<file path="src/rtl/stream_argmax.sv">
// Sequential argmax over a valid/ready stream of signed scores: one comparator,
// three-state controller, registered result with a frame-length error flag.
//
// state   | meaning
// --------+------------------------------------------------------------
// S_IDLE  | waiting for beat 0; it seeds the running max unconditionally
// S_ACCUM | folding beats 1..N-1 into the running max / best index
// S_DONE  | result presented on m_*, input stalled until m_ready
module stream_argmax #(
   parameter int N_CLASSES = 10,
   parameter int SCORE_W   = 64,
   parameter int IDX_W     = 4
) (
   input  logic               clk,
   input  logic               rst_n,
   input  logic               s_valid,
   output logic               s_ready,
   input  logic [SCORE_W-1:0] s_score,
   input  logic               s_last,
   output logic               m_valid,
   input  logic               m_ready,
   output logic [IDX_W-1:0]   m_class,
   output logic [SCORE_W-1:0] m_max,
   output logic               m_err
);

   // One spare bit so count can reach N_CLASSES without wrapping.
   localparam int CNT_W = IDX_W + 1;
   localparam logic [CNT_W-1:0] LAST_IDX = CNT_W'(N_CLASSES - 1);

   typedef enum logic [1:0] {
      S_IDLE  = 2'd0,
      S_ACCUM = 2'd1,
      S_DONE  = 2'd2
   } state_t;

   state_t             state, state_nx;
   logic [CNT_W-1:0]   count, count_nx;
   logic [IDX_W-1:0]   best_nx;
   logic [SCORE_W-1:0] max_nx;
   logic               err_nx;
   logic               accept;
   logic               at_final;
   logic               frame_end;
   logic               greater;

   assign accept    = s_valid && s_ready;
   assign at_final  = (count == LAST_IDX);
   assign frame_end = s_last || at_final;
   assign greater   = $signed(s_score) > $signed(m_max);

   always_comb begin
      state_nx = state;
      count_nx = count;
      best_nx  = m_class;
      max_nx   = m_max;
      err_nx   = m_err;
      case (state)
         S_IDLE: begin
            if (accept) begin
               max_nx   = s_score;
               best_nx  = '0;
               count_nx = CNT_W'(1);
               if (frame_end) begin
                  state_nx = S_DONE;
                  err_nx   = s_last ^ at_final;
               end else begin
                  state_nx = S_ACCUM;
               end
            end
         end
         S_ACCUM: begin
            if (accept) begin
               // Strict compare keeps the first of equal maxima.
               if (greater) begin
                  max_nx  = s_score;
                  best_nx = count[IDX_W-1:0];
               end
               count_nx = count + CNT_W'(1);
               if (frame_end) begin
                  state_nx = S_DONE;
                  err_nx   = s_last ^ at_final;
               end
            end
         end
         S_DONE: begin
            if (m_ready) begin
               state_nx = S_IDLE;
               count_nx = '0;
               err_nx   = 1'b0;
            end
         end
         default: begin
            state_nx = S_IDLE;
            count_nx = '0;
         end
      endcase
   end

   // Handshake flags are registered from the next state so s_ready never
   // depends combinationally on m_ready.
   always_ff @(posedge clk) begin
      if (!rst_n) begin
         state   <= S_IDLE;
         count   <= '0;
         m_class <= '0;
         m_max   <= '0;
         m_err   <= 1'b0;
         s_ready <= 1'b1;
         m_valid <= 1'b0;
      end else begin
         state   <= state_nx;
         count   <= count_nx;
         m_class <= best_nx;
         m_max   <= max_nx;
         m_err   <= err_nx;
         s_ready <= (state_nx != S_DONE);
         m_valid <= (state_nx == S_DONE);
      end
   end

endmodule

</file>
<file path="config.mk">
export PLATFORM = sky130hd
export DESIGN_NAME = stream_argmax
export DESIGN_NICKNAME = d
export VERILOG_FILES = /design/src/rtl/stream_argmax.sv
export SDC_FILE = /design/constraint.sdc
export NUM_CORES = 1
export LEC_CHECK = 0
export ABC_AREA = 1
export BUFFER_PORTS_ARGS = -buffer_cell sky130_fd_sc_hd__clkbuf_2
export CELL_PAD_IN_SITES_DETAIL_PLACEMENT = 1
export CELL_PAD_IN_SITES_GLOBAL_PLACEMENT = 1
export CORE_MARGIN = 4
export CORE_UTILIZATION = 40
export CTS_BUF_LIST = sky130_fd_sc_hd__clkbuf_8 sky130_fd_sc_hd__clkbuf_16
export CTS_CLUSTER_DIAMETER = 50
export CTS_CLUSTER_SIZE = 8
export DETAILED_ROUTE_END_ITERATION = 16
export HOLD_SLACK_MARGIN = 0.06
export PLACE_DENSITY = 0.95
export SYNTH_ARGS = -nofsm -noshare
export SYNTH_HDL_FRONTEND = slang
export SYNTH_SLANG_ARGS = --single-unit
</file>
<file path="constraint.sdc">
create_clock -name clk -period 3.3 [get_ports clk]
set_clock_uncertainty 0.2 [all_clocks]
set_input_delay 0.66 -clock clk [delete_from_list [all_inputs] [get_ports clk]]
set_output_delay 0.66 -clock clk [all_outputs]
set_load 0.1 [all_outputs]
</file>
After elaboration in Yosys (flattened, before gate mapping)

Index checks and enable logic that the tools add are counted.

Add/subtract/negate cells: 1
$lt $le $gt $ge: 1
Equality and inequality tests: 11
Muxes and demuxes: 22
Bitwise logic cells: 1
Reductions and logical operators: 9

Operators with widths:

| cell                | count |
|---|---|
| $mux 64             | 3 |
| $pmux 64 s2         | 1 |
| $gt 64x64->1        | 1 |
| $mux 5              | 3 |
| $pmux 5 s3          | 1 |
| $mux 4              | 3 |
| $mux 2              | 5 |
| $ne 2x2->1 const B  | 5 |
| $pmux 4 s2          | 1 |
| $reduce_and 4->1    | 2 |
| $pmux 2 s3          | 1 |
| $add 5x1->5 const B | 1 |
| $eq 5x4->1 const B  | 1 |
| $eq 2x2->1 const B  | 2 |
| $ne 2x1->1 const B  | 2 |
| $reduce_bool 2->1   | 2 |
| $mux 1              | 3 |
| $reduce_and 3->1    | 1 |
| $eq 2x1->1 const B  | 1 |
| $logic_not 2->1     | 1 |
| $pmux 1 s2          | 1 |
| $reduce_or 2->1     | 1 |
| $logic_and 1x1->1   | 1 |
| $logic_or 1x1->1    | 1 |
| $xor 1x1->1         | 1 |

Register bits: 78
Input bits: 69
Output and inout bits: 71
Logic and storage cells: 52

Logic depth before layout (Yosys ltp)

Word-level depth: 6
Gate-level depth with buffers: 22
Mapped depth without buffers: 21

Worst setup path after synthesis

No wires, ideal clock.

Kind: register -> register
Start: reg m_max[63]
End: reg m_class[0]
Library setup time: 0.115 ns
Data arrival time: 2.680 ns
Data required time: 2.985 ns
Setup slack: 0.305 ns
Cell stages (with the launch flop): 14
Path buffers: 2
Period minus slack after synthesis: 2.995 ns
Path through: dfxtp_1 -> inv_1 -> ha_1 -> nand4_1 -> nor3_2 -> nand3_1 -> nor3_2 -> nand2_1 -> nand3_1 -> nand3_2 -> buf_6 -> buf_4 -> a21oi_1 -> nor2_1

Longest elaborated chain between the ends: 3

Ends and longest elaborated chain:

| what                       | line | text |
|---|---|---|
| start, declared            | 23   | `output logic [SCORE_W-1:0] m_max,` |
| start signal, assigned     | 115  | `m_max <= max_nx;` |
| $gt 64x64->1               | 50   | `assign greater = $signed(s_score) > $signed(m_max);` |
| $ne 2x2->1 (no line)       | n/a  |  |
| $reduce_and 4->1 (no line) | n/a  |  |
| end signal, assigned       | 114  | `m_class <= best_nx;` |
| end, declared              | 22   | `output logic [IDX_W-1:0] m_class,` |

Every way passes these cells.
A chain may end at the register's enable or synchronous reset.

Worst setup path in the final report

Start: in s_score[63]
End: reg m_class[3]

Longest elaborated chain between the ends: 3

Ends and longest elaborated chain:

| what                       | line | text |
|---|---|---|
| start, declared            | 18   | `input logic [SCORE_W-1:0] s_score,` |
| $gt 64x64->1               | 50   |  |
| $ne 2x2->1 (no line)       | n/a  |  |
| $reduce_and 4->1 (no line) | n/a  |  |

Every way passes these cells.

==> metrics <==
Synth async-reset ratio 0%; Setup crit end kind register; RSZ-0062 raised after global routing false; Post-DP HPWL about 11 mm; Arr. time, crit path roughly 2.8 ns; total of cells resized after clock tree synthesis 0; Worst-Skew Late Latency approximately 0.34 ns; Mapped Nets roughly 860; smallest hold slack approximately 0.27 ns; worst hold path endpoint m_err; Initial DRT Pass Iterations 4; CTS H-Tree Depth 3; status completed; Gate Count Post-Synth approximately 730; Ports between 100 and 150; # Post-CTS Setup Buffers 0; CTS root buffer clkbuf_16; gr usage total between 20% and 30%; Setup TNS Final 0 ns; final-report hold violation count 0; detailed-route via count ~5100; fraction of layout cells with a size suffix above 1 19.6%; GPL Wtd Cong roughly 0.80; Synth Flop Type dfxtp_1; top-area cell type share of the netlist area a little under a third; Setup crit start s_score[63]; nature of the critical path startpoint primary input; Post-synth EDFFs 0; critical path required time 3.38 ns; R2R cell count 15; pwr/cell area between 700 and 800 nW/um^2; Worst Setup Path Type in -> reg; fin crit share between 80% and 90%; vias in the first global route 5267; largest cells by area after synthesis dfxtp_1, ha_1, nand2_1; initial DRC count approximately 280; cts bufs inserted 9; initial antenna violation count 0; Hold Path Class reg -> reg; Buffers on Ports 139; routed vias/inst a little over 5; layout net count 984; count leader, synth nand2_1; sequential area share after synthesis between 30% and 40%; count of cell types in the netlist 25; Reg2Reg Setup Slack slightly above 0.6 ns; Yosys reg bits 78; CORE AREA about 12000 sq um; cts hold-fix bufs 0; clk buf depth 2; Final Max Tran Viols 0; leakage power around 3.2 nW; Die Y-Extent ~120 microns; grt ovf 0; diode count 0; pin count of the biggest net entering global routing around 60; Wirelength per Cell ~15 microns; max-cap check violation count 0; CTS Sinks a little under 80; Core Rows 40; die width 119 microns; Worst-Margin Slew around 0.64 ns; RR Startpoint m_max[63]; synth warn 0; Starting Density between 40% and 50%; Hold Path Stages 2; DRC viols 0; hold_sp m_err; crit-path max FO 16; Mapped Area roughly 4900 sq um; Routed Antenna Nets 0; Synth top cells by count nand2_1, a21oi_1, nor2_1; Syn Area/Cell between 6 and 7 sq um; end of the worst register-to-register path m_class[3]; first-pass GRT wire length around 25 mm; peak supply drop between 0.3 and 0.4 mV; synthesis-to-layout area growth 23.6%; TritonCTS clock tree yes; Peak Freq between 300 and 400 MHz; clock slew at reported path FFs 0.06 ns; Final setup viols 0; Die ar. 14200 sq um; max_slew headroom a little under three fifths; Tmin final between 2 and 3 ns; Routed WL approximately 15 mm; area leader, netlist dfxtp_1
==> state kept, by name, indices dropped and copies added (netlist names) <==
register and count:
state 2, s_ready 1, m_valid 1, m_err 1
count 5, m_class 4, m_max 64
==> through the flow <==
| step | area (sq um) | setup slack [ns] | cells | utilization [%] | total power, mW |
|---|---|---|---|---|---|
| floorplan | 4940 | 0.305 | 726 | - | 2.79 |
| global placement | 5750 | 0.225 | 1005 | 47.7 | 3.11 |
| detailed placement | 5750 | 0.179 | 1005 | 47.7 | 3.17 |
| CTS | 6110 | 0.534 | 1021 | 50.6 | 4.38 |
| global route | 6110 | 0.327 | 1021 | 50.6 | 4.58 |
| finish | 6110 | 0.577 | 1021 | 50.6 | 4.33 |
==> metal layers <==
layer  global-route usage [%]  wire length [microns]  vias to the layer above
met4                     9.34                    405                        0
met5                        0                      0                        -
li1                         -                      -                     2593
met2                     36.8                   7300                      111
met3                     3.70                    626                       27
met1                     25.7                   6700                     2413
==> power by group <==
part / total (mW) / switching [mW] / internal (mW)
logic: 2.01 / 1.57 / 0.440
registers: 1.15 / 0.0744 / 1.07
clock network: 1.17 / 0.406 / 0.767
total: 4.33 / 2.05 / 2.28
==> critical path: stages <==
cell,delay [ns]
clkbuf_2,0.10
ha_1,0.36
nand4_1,0.15
nor3_2,0.17
nand3_1,0.15
nor3_2,0.18
nand2_1,0.11
nand2_1,0.07
nand2_1,0.08
nand3_4,0.11
buf_4,0.23
nand2_1,0.17
nand2_1,0.11
nand2_1,0.05
nor2_1,0.09
==> cell usage in the layout, fill, tap and decap left out <==
| cell type | netlist | final |
|---|---|---|
| nand3_4 | 0 | 1 |
| xor2_1 | 1 | 1 |
| nand2_1 | 156 | 155 |
| buf_12 | 0 | 2 |
| nor4_1 | 1 | 1 |
| nand4_1 | 7 | 7 |
| o21ai_0 | 11 | 11 |
| and3_1 | 1 | 1 |
| ha_1 | 67 | 67 |
| bufinv_16 | 0 | 2 |
| clkbuf_2 | 0 | 139 |
| clkbuf_8 | 0 | 5 |
| nand3_1 | 67 | 67 |
| dfxtp_1 | 78 | 78 |
| nand3b_1 | 2 | 2 |
| buf_4 | 6 | 6 |
| a21oi_1 | 100 | 100 |
| o21bai_1 | 1 | 1 |
| a21o_1 | 1 | 1 |
| nand2_4 | 0 | 1 |
| clkbuf_16 | 0 | 9 |
| o21a_1 | 3 | 3 |
| nor2_1 | 95 | 95 |
| nor3_1 | 3 | 3 |
| a211oi_1 | 1 | 1 |
| nor3_2 | 2 | 2 |
| inv_1 | 92 | 92 |
==> logic make-up (layout without fill, tap and decap cells) <==
family | count (synthesis) | count (layout) | synth area share [%]
and+or+nand+nor | 335 | 335 | 28.2
buffers and inverters | 128 | 255 | 10.9
AOI/OAI and AO/OA | 117 | 117 | 12.2
DFF | 78 | 78 | 31.6
adders and majority gates | 67 | 67 | 17.0
xor gates and xnor gates | 1 | 1 | 0.177
==> worst max-delay path by stage <==
| stage | to | cells after the start |
|---|---|---|
| after floorplan | m_class[0] | 13 |
| after global placement | m_class[3] | 14 |
| after detailed placement | m_class[3] | 15 |
| after CTS | m_class[3] | 15 |
| after global routing | m_class[3] | 15 |
| final | m_class[3] | 15 |
==> area by class of cell <==
| cell class | instances | area [sq um] |
|---|---|---|
| Fill cell | 1619 | 5950 |
| Multi-Input combinational cell | 520 | 2860 |
| Sequential cell | 78 | 1560 |
| Timing Repair Buffer | 147 | 781 |
| Inverter | 92 | 345 |
| Clock buffer | 14 | 294 |
| Tap cell | 168 | 210 |
| Clock inverter | 2 | 60.1 |
No activity file was read; power rests on OpenSTA's default activity.
